<file path="src/rtl/mult_signed_seq.sv">
// mult_signed_seq: iterative shift-add multiplier, signed or unsigned, one multiplier bit per cycle
module mult_signed_seq #(
    parameter int WIDTH = 16
) (
    input  logic                 clk,
    input  logic                 rst,
    input  logic                 start,
    input  logic                 is_signed,
    input  logic [WIDTH-1:0]     a,
    input  logic [WIDTH-1:0]     b,
    output logic                 busy,
    output logic                 done,
    output logic [2*WIDTH-1:0]   product
);
    typedef enum logic [1:0] {IDLE, RUN, DONE} state_t;
    localparam int CW = $clog2(WIDTH);

    state_t             state_q, state_d;
    logic [CW-1:0]      cnt_q, cnt_d;
    logic [2*WIDTH-1:0] mcand_q, mcand_d, acc_q, acc_d, product_q, product_d;
    logic [WIDTH-1:0]   mplier_q, mplier_d;
    logic               sgn_q, sgn_d, busy_q, busy_d, done_q, done_d;
    logic               accept, last;
    logic [2*WIDTH-1:0] term;

    // Next-state and datapath: the multiplier MSB carries weight -2^(WIDTH-1) in signed mode, so its partial product is subtracted
    always_comb begin
        accept    = start && (state_q != RUN);
        last      = cnt_q == CW'(WIDTH - 1);
        term      = mplier_q[0] ? mcand_q : '0;
        state_d   = state_q;
        cnt_d     = cnt_q;
        mcand_d   = mcand_q;
        mplier_d  = mplier_q;
        acc_d     = acc_q;
        sgn_d     = sgn_q;
        if (state_q == RUN) begin
            acc_d    = (last && sgn_q) ? acc_q - term : acc_q + term;
            mcand_d  = mcand_q << 1;
            mplier_d = mplier_q >> 1;
            cnt_d    = cnt_q + CW'(1);
            state_d  = last ? DONE : RUN;
        end
        if (accept) begin
            state_d  = RUN;
            sgn_d    = is_signed;
            mcand_d  = {{WIDTH{is_signed & a[WIDTH-1]}}, a};
            mplier_d = b;
            acc_d    = '0;
            cnt_d    = '0;
        end else if (state_q == DONE) begin
            state_d  = IDLE;
        end
        busy_d    = state_q == RUN;
        done_d    = state_q == DONE;
        product_d = (state_q == DONE) ? acc_q : product_q;
    end

    // State and registered outputs; reset aborts any operation in flight
    always_ff @(posedge clk) begin
        if (rst) begin
            state_q   <= IDLE;
            cnt_q     <= '0;
            mcand_q   <= '0;
            mplier_q  <= '0;
            acc_q     <= '0;
            sgn_q     <= 1'b0;
            busy_q    <= 1'b0;
            done_q    <= 1'b0;
            product_q <= '0;
        end else begin
            state_q   <= state_d;
            cnt_q     <= cnt_d;
            mcand_q   <= mcand_d;
            mplier_q  <= mplier_d;
            acc_q     <= acc_d;
            sgn_q     <= sgn_d;
            busy_q    <= busy_d;
            done_q    <= done_d;
            product_q <= product_d;
        end
    end

    assign busy    = busy_q;
    assign done    = done_q;
    assign product = product_q;
endmodule

</file>
<file path="config.mk">
export PLATFORM = sky130hd
export DESIGN_NAME = mult_signed_seq
export DESIGN_NICKNAME = d
export VERILOG_FILES = /design/src/rtl/mult_signed_seq.sv
export SDC_FILE = /design/constraint.sdc
export NUM_CORES = 1
export LEC_CHECK = 0
export ABC_AREA = 1
export CORE_MARGIN = 2
export CORE_UTILIZATION = 65
export CTS_BUF_LIST = sky130_fd_sc_hd__clkbuf_8
export CTS_CLUSTER_SIZE = 20
export DETAILED_ROUTE_END_ITERATION = 12
export GPL_TIMING_DRIVEN = 0
export PLACE_DENSITY = 0.95
export SLEW_MARGIN = 10
export SYNTH_ARGS = -nofsm -noshare
export SYNTH_HDL_FRONTEND = slang
export SYNTH_SLANG_ARGS = --single-unit
</file>
<file path="constraint.sdc">
create_clock -name clk -period 8 [get_ports clk]
set_input_delay 2.4 -clock clk [delete_from_list [all_inputs] [get_ports clk]]
set_output_delay 2.4 -clock clk [all_outputs]
set_load 0.05 [all_outputs]
</file>
* Yosys cells after proc, flatten, opt, wreduce, memory -nomap -nowiden
Cells that the tools add are included.
** Word-level totals
- Flip-flop bits (word level) :: 121
- Bits in latches :: 0
- Memory bits (writable) :: 0
- ROM bits :: 0
- Input port bits :: 36
- Output and inout port bits :: 34
- Memories kept :: 0
** Cells by class
- Add/subtract/negate cells :: 3
- Multiply operators :: 0
- Divide/modulo/power cells :: 0
- Order comparisons :: 0
- Equality and inequality tests :: 4
- Shift-type cells :: 0
- Mux-type cells :: 10
- Bitwise gates (word level) :: 1
- Reductions and logical operators :: 6
** Operator list (number)
- $mux 32 :: 4
- $add 32x32->32 :: 1
- $mux 16 :: 2
- $sub 32x32->32 :: 1
- $add 4x1->4 const B :: 1
- $eq 4x4->1 const B :: 1
- $mux 1 :: 3
- $reduce_bool 3->1 :: 1
- $reduce_or 3->1 :: 1
- $eq 2x1->1 const B :: 1
- $eq 2x2->1 const B :: 1
- $logic_and 1x1->1 :: 2
- $mux 2 :: 1
- $ne 2x1->1 const B :: 1
- $reduce_bool 2->1 :: 1
- $reduce_or 2->1 :: 1
- $and 1x1->1 :: 1

* Depth between registers and ports, before layout
Gate-level depths: netlist of the first run.
- Depth in word-level cells :: 5
- Gate-level depth with buffers :: 30

* Worst setup path before layout of the first run
OpenSTA, ideal clock, no wires.
- Path type :: input port to flip-flop
- Start :: input port start
- End :: register acc_q[21]
- Data arrival time :: 3.315 ns
- Data required time :: 7.885 ns
- Path slack :: 4.570 ns
- Stages :: 8
- Path through :: inv_1 nor2_2 nor2_1 inv_1 clkbuf_1 a21oi_1 o21ai_0 inv_1
** Between the ends
- Cells in the longest elaborated chain, start to end :: 2
** Ends and longest elaborated chain
- start, declared :: line 7 : input logic start,
- $logic_and 1x1->1 :: line 28 : accept = start && (state_q != RUN);
- $reduce_or 2->1 (no source line)
- end signal, assigned :: line 66 : acc_q <= '0;
- end signal, assigned :: line 76 : acc_q <= acc_d;
- end, declared :: line 20 : logic [2*WIDTH-1:0] mcand_q, mcand_d, acc_q, acc_d, product_q, product_d;
No other way between the ends.
A chain may end at the register's enable or synchronous reset.

* Worst setup path after layout of the first run
- Start :: register mplier_q[0]
- End :: register acc_q[27]
** Between the ends
- Cells in the longest elaborated chain, start to end :: 3
** Ends and longest elaborated chain
- start, declared :: line 21 : logic [WIDTH-1:0] mplier_q, mplier_d;
- start signal, assigned :: line 75 : mplier_q <= mplier_d;
- $mux 32 (*) :: line 30 : term = mplier_q[0] ? mcand_q : '0;
- $add 32x32->32 / $sub 32x32->32 (equally long branches) :: line 38 : acc_d = (last && sgn_q) ? acc_q - term : acc_q + term;
- $mux 32 (*) :: line 38
Every way passes the cells marked *; elsewhere a longest branch is shown, timed or not.

==> impl_metrics.py, run 1 <==
metrics = {
    "synthesis": {
        "synth_area_leaders": "dfxtp_1 32%, nand2_1 16%, inv_1 8.9%",
        "avgSynthCellArea_um2": 6.395,
        "synth_edf_count": 0,
        "yosysSeqAreaShare": 0.3167,
        "synthCells": 1196,
        "yosys_register_bits": 121,
        "yosysWarnings": 0,
        "ys_types": 41,
        "syn_area_mm2": 0.007649,
        "synth.most_common_cell": "nand2_1",
        "async_flop_share": 0,
        "synth_nets": 1268,
        "synth_common_cells": "328 x nand2_1, 182 x inv_1, 121 x dfxtp_1, 96 x nor2_1, 96 x o21ai_0",
        "synth_ff_type": "dfxtp_1",
        "yosysTopAreaCellShare": 0.3167,
        "synth_top_area_cell": "dfxtp_1",
    },
    "sta": {
        "setup_tns_ps": 0,
        "hold_violations": 0,
        "max-slew-margin-rel": 0.4891,
        "period_share": 0.5278,
        "maxSlewViolCount": 0,
        "finalSetupViolations": 0,
        "min_period_ps": 4223,
        "tightestPinTransition_ps": 766.3,
        "max_freq_ghz": 0.2368,
        "rsz0062_at_grt": "false",
        "clock_skew_ps": 12.36,
    },
    "routing": {
        "viasPerCell": 5.585,
        "drt_wl_total_um": 21690,
        "antenna_left": 0,
        "drt_iter0_drc": 713,
        "first_pass_iters": 8,
        "vias": 8042,
        "routedWlPerCell_um": 15.06,
        "drc": 0,
    },
    "finish": {
        "drive_above_1_share": 0.04472,
        "antenna_cells": 0,
        "finish.utilization": 0.7851,
        "fillers": 878,
        "seqCellArea_mm2": 0.002422,
        "multiInputGateArea_mm2": 0.004333,
        "fin_nets": 1356,
        "synthToLayoutAreaGrowth_pct": 17.70,
    },
    "critical_path": {
        "r2r_start": "mplier_q[0]",
        "path_max_fanout": 10,
        "cp.arrival_ps": 4580,
        "cp-end-kind": "flip-flop",
        "crit_type": "flip-flop to flip-flop",
        "cpPeakStageDelay_ps": 350,
        "cp_common_cell": "nand2_1",
        "startpoint": "mplier_q[0]",
        "crit_slowest_cell": "ha_1",
        "required_ps": 8360,
        "startpoint_type": "flip-flop",
    },
    "status": {
        "status": "complete, no violations",
    },
    "job": {
        "cap_viol_max_count": 0,
    },
    "global_routing": {
        "grt_antenna_before_repair": 0,
        "grt_usage": 0.3478,
        "gr-total-overflow": 0,
        "grt_pass1_wl_um": 35250,
        "grt_max_degree": 17,
        "grt_pass1_vias": 7626,
    },
    "cts": {
        "h-tree-depth": 4,
        "clk_latency_ps": 470,
        "cts_tree": "yes",
        "numCtsBuffers": 17,
        "ctsHoldBuffers": 0,
        "cts_resized": 0,
        "postCtsSetupBuffers": 0,
        "clock_sinks": 121,
        "path_clk_slew_ps": 70,
        "cts_buffer_depth": 2,
        "cts_root_buf": "clkbuf_8",
    },
    "floorplan": {
        "core_mm2": 0.01147,
        "fp.dieW_um": 112.5,
        "dieArea_mm2": 0.01265,
        "ios": 70,
        "initial_utilization": 0.6670,
        "dieHeight_um": 112.5,
        "num_rows": 39,
    },
    "pwr": {
        "power.leakage_nw": 4.449,
        "ir_drop_uv": 205.6,
        "power.density_mw_per_mm2": 249.5,
    },
    "placement": {
        "dp_hpwl_um": 16570,
        "io_buffers": 69,
        "finalWeightedCongestion": 0.9305,
    },
    "min_path": {
        "hold_start": "product[13]",
        "hold_path_class": "flip-flop to flip-flop",
    },
}
flip-flops by register name (all words and copies together) (netlist names), 2 cells and up:
register / count
acc_q: 32
mcand_q: 32
product: 32
mplier_q: 16
cnt_q: 4
state_q: 2
kinds of logic (layout without fill, tap and decap cells):
| group | Yosys count | count (layout) | share of synthesized area |
|---|---|---|---|
| buf+inv | 231 | 332 | 0.1168 |
| xor+xnor | 48 | 48 | 0.05496 |
| flops | 121 | 121 | 0.3167 |
| simple gates | 541 | 541 | 0.2925 |
| fa+ha+maj | 36 | 36 | 0.05987 |
| compound gates | 219 | 219 | 0.1592 |
worst max-delay path: cells and delay by family, from the launching register on:
kind / cells / cell delay, ps
XOR/XNOR: 1 / 170
buffers and inverters: 5 / 650
flip-flops: 1 / 330
AO/OA/AOI/OAI: 2 / 370
AND/OR/NAND/NOR: 15 / 2060
adder cells (fa/ha/maj): 2 / 520
layout make-up:
class | instances | share of cell area
multi-input cells | 844 | 0.4813
flip-flops and latches | 121 | 0.2691
plain buffers | 47 | 0.02252
clock buffers | 19 | 0.02905
well taps | 143 | 0.01987
repair buffers | 69 | 0.07672
clock inverters | 13 | 0.02474
inverters | 184 | 0.07672
report_power, final:
group | internal, mW | total (mW) | switching [mW] | leakage [nW]
combinational | 0.301 | 0.890 | 0.589 | 3.22
sequential | 0.642 | 0.675 | 0.0325 | 0.987
clock | 0.416 | 0.681 | 0.265 | 0.237
metrics by stage:
step	power [mW]	hold WS, ps	worst slack (ps)	cell area, um2	cells
6_report	2.246	473.1	3777	9002	1440
5_1_grt	2.371	503.2	3434	9002	1440
3_5_place_dp	1.542	466.5	3469	8518	1408
3_3_place_gp	1.519	458.1	3511	8518	1408
2_1_floorplan	1.328	439.3	4570	7649	1196
4_1_cts	2.217	478.5	3888	9002	1440
per-layer routing:
| metal | track usage | up-vias | part of all wire |
|---|---|---|---|
| met4 | 0.1829 | 0 | 0.045 |
| met3 | 0.06048 | 78 | 0.082 |
| met1 | 0.4225 | 3613 | 0.40 |
| met5 | 0 | - | 0 |
| met2 | 0.5900 | 362 | 0.47 |
| li1 | - | 3989 | - |
cell usage in the layout (no fill, tap or decap), drive strengths merged:
master         count
nand2            336
inv              183
dfxtp            121
o21ai            101
nor2             100
nand3             83
a21oi             75
clkdlybuf4s50     69
clkbuf            51
ha                35
xor2              31
xnor2             17
a211oi            16
buf               15
nor3              10
o21bai             8
o211ai             8
bufinv             6
nand4              5
a21o               5
clkinv             5
nand3b             4
clkinvlp           3
o21a               2
a31oi              2
and2               1
nor4               1
a22oi              1
and3               1
o221ai             1
fa                 1
path summary, 6_finish.rpt:
path	to	slack [ps]	cells after the start
worst min register to register	product[13]	470	2
worst min-delay path	product[13]	470	2
worst max-delay path	acc_q[27]	3780	25
worst max register to register	acc_q[27]	3780	25
(Power assumes the default switching activity.)
==> run 2: changes to the inputs <==
Settings changed: CORE_UTILIZATION 65 to 60, PLACE_DENSITY 0.95 to 0.94.
Clock period 8 ns to 4.4 ns, I/O delays scaled along.
==> run 2 against run 1 <==
Routed wire length down 2.5%. Sequential cell count unchanged. Core utilization fell by 6.7 points. Count of clock-buffer cells in the layout up 2. Via count fell by 1.4%. Clock power grew 59%. Setup slack lost 3500 ps. Worst hold slack got worse by 3.1 ps. Sequential share of layout area hardly changed. Final cell count rose by 2.0%. Design area decreased by 0.17%. Combinational power increased by 79%. Largest power group unchanged.
==> impl_metrics.py, run 2 (synthesis results as in run 1) <==
metrics = {
    "status": {
        "status": "complete, no violations",
    },
    "pwr": {
        "combPwrFrac": 0.408,
        "power.leakage_nw": 4.421,
        "p_switching_mw": 1.570,
        "power_frac_clock": 0.278,
        "seq_power_share": 0.315,
        "sw_frac_of_total": 0.4023,
        "ir_drop_uv": 206.7,
        "intPower_mw": 2.332,
        "power.density_mw_per_mm2": 434.2,
    },
    "global_routing": {
        "gr-total-overflow": 0,
        "grt_pass1_wl_um": 34440,
        "grt_max_degree": 17,
        "grt_pass1_vias": 7477,
        "grt_usage": 0.3248,
        "grt_antenna_before_repair": 0,
    },
    "finish": {
        "synthToLayoutAreaGrowth_pct": 17.50,
        "final_common_cell": "nand2_1",
        "mostFrequentLayoutCells": "328 x nand2_1, 182 x inv_1, 121 x dfxtp_1, 96 x nor2_1, 96 x o21ai_0",
        "antenna_cells": 0,
        "drive_above_1_share": 0.04472,
        "final_cell_area_mm2": 0.008987,
        "fin_nets": 1356,
    },
    "sta": {
        "maxSlewViolCount": 0,
        "finalSetupViolations": 0,
        "max-slew-margin-rel": 0.4702,
        "tightestPinTransition_ps": 794.7,
        "max_freq_ghz": 0.2450,
        "period_share": 0.9277,
        "hold_violations": 0,
        "clock_skew_ps": 12.78,
        "rsz0062_at_grt": "false",
        "setup_tns_ps": 0,
        "min_period_ps": 4082,
    },
    "cts": {
        "h-tree-depth": 4,
        "ctsHoldBuffers": 0,
        "postCtsSetupBuffers": 0,
        "path_clk_slew_ps": 70,
        "cts_buffer_depth": 2,
        "clk_latency_ps": 470,
        "cts_resized": 0,
        "clock_sinks": 121,
        "cts_tree": "yes",
        "numCtsBuffers": 17,
        "cts_root_buf": "clkbuf_8",
    },
    "critical_path": {
        "crit_slowest_cell": "ha_1",
        "cp-end-kind": "flip-flop",
        "startpoint_type": "flip-flop",
        "path_max_fanout": 10,
        "critical_path_buf_inv_count": 7,
        "crit_type": "flip-flop to flip-flop",
        "required_ps": 4760,
        "cpPeakStageDelay_ps": 340,
        "cp_common_cell": "inv_1",
        "cp.arrival_ps": 4440,
        "critical_path.top_delay_family": "simple AND/OR/NAND/NOR gates",
    },
    "routing": {
        "antenna_left": 0,
        "drt_wl_total_um": 21160,
        "vias": 7926,
        "drc": 0,
        "viasPerCell": 5.396,
        "first_pass_iters": 8,
        "routedWlPerCell_um": 14.40,
        "drt_iter0_drc": 521,
    },
    "floorplan": {
        "dieArea_mm2": 0.01367,
        "dieHeight_um": 116.9,
        "fp.dieW_um": 116.9,
        "core_mm2": 0.01252,
        "num_rows": 41,
        "initial_utilization": 0.6111,
        "ios": 70,
    },
    "placement": {
        "io_buffers": 69,
        "finalWeightedCongestion": 0.9733,
        "dp_hpwl_um": 16330,
        "place_area_mm2": 0.008554,
    },
    "min_path": {
        "hold_path_class": "flip-flop to flip-flop",
    },
    "job": {
        "cap_viol_max_count": 0,
    },
}
-- run 2: changes by cell type in the layout (fill, tap and decap cells not counted) --
cell,before,now
bufinv_16,6,3
clkbuf_8,19,21
clkinv_2,4,3
clkinv_4,0,1
clkinvlp_4,3,4
-- run 2: path summary, 6_finish.rpt --
| path | start | slack (ps) | cells after the start | to |
|---|---|---|---|---|
| setup / recovery | mplier_q[0] | 320 | 25 | acc_q[18] |
| hold / removal | mplier_q[15] | 470 | 2 | mplier_q[15] |
| setup reg to reg | mplier_q[0] | 320 | 25 | acc_q[18] |
| hold reg to reg | mplier_q[15] | 470 | 2 | mplier_q[15] |
-- run 2: metrics by stage --
stage          std cells  utilization  total power [mW]  setup slack, ps  hold slack [ps]
6_report            1469       0.7180             3.902            318.3            470.0
5_1_grt             1469       0.7180             4.172            27.22            492.8
4_1_cts             1469       0.7180             3.869            384.8            474.9
2_1_floorplan       1196            -             2.415             1038            439.3
3_5_place_dp        1437       0.6834             2.789            416.2            464.6
3_3_place_gp        1437       0.6834             2.754            486.0            457.8
-- run 2: final cells by class --
type                    count  area (um2)
multi-input cells         844        4333
fillers                  1055        3530
flip-flops and latches    121        2422
repair buffers             69       690.7
inverters                 184       690.7
clock buffers              21       289.0
well taps                 172       215.2
plain buffers              47       202.7
clock inverters            11       143.9
-- run 2: worst min-delay path, stage by stage, from the launching register on --
cell,delay (ps)
dfxtp_1,310
nand2_1,60
a21oi_1,50
-- run 2: power by group through the flow --
stage / Clock (mW) / Sequential (mW) / Combinational, mW
2_1_floorplan: 0 / 1.23 / 1.18
3_3_place_gp: 0 / 1.25 / 1.51
3_5_place_dp: 0 / 1.25 / 1.54
4_1_cts: 1.09 / 1.22 / 1.55
5_1_grt: 1.14 / 1.23 / 1.79
6_report: 1.08 / 1.23 / 1.59
-- run 2: metal layers --
metal,up-vias,track usage,wire length [um]
met1,3549,0.3895,8674
li1,3980,-,-
met5,-,0,0
met3,61,0.06746,1650
met2,336,0.5638,10180
met4,0,0.1404,648
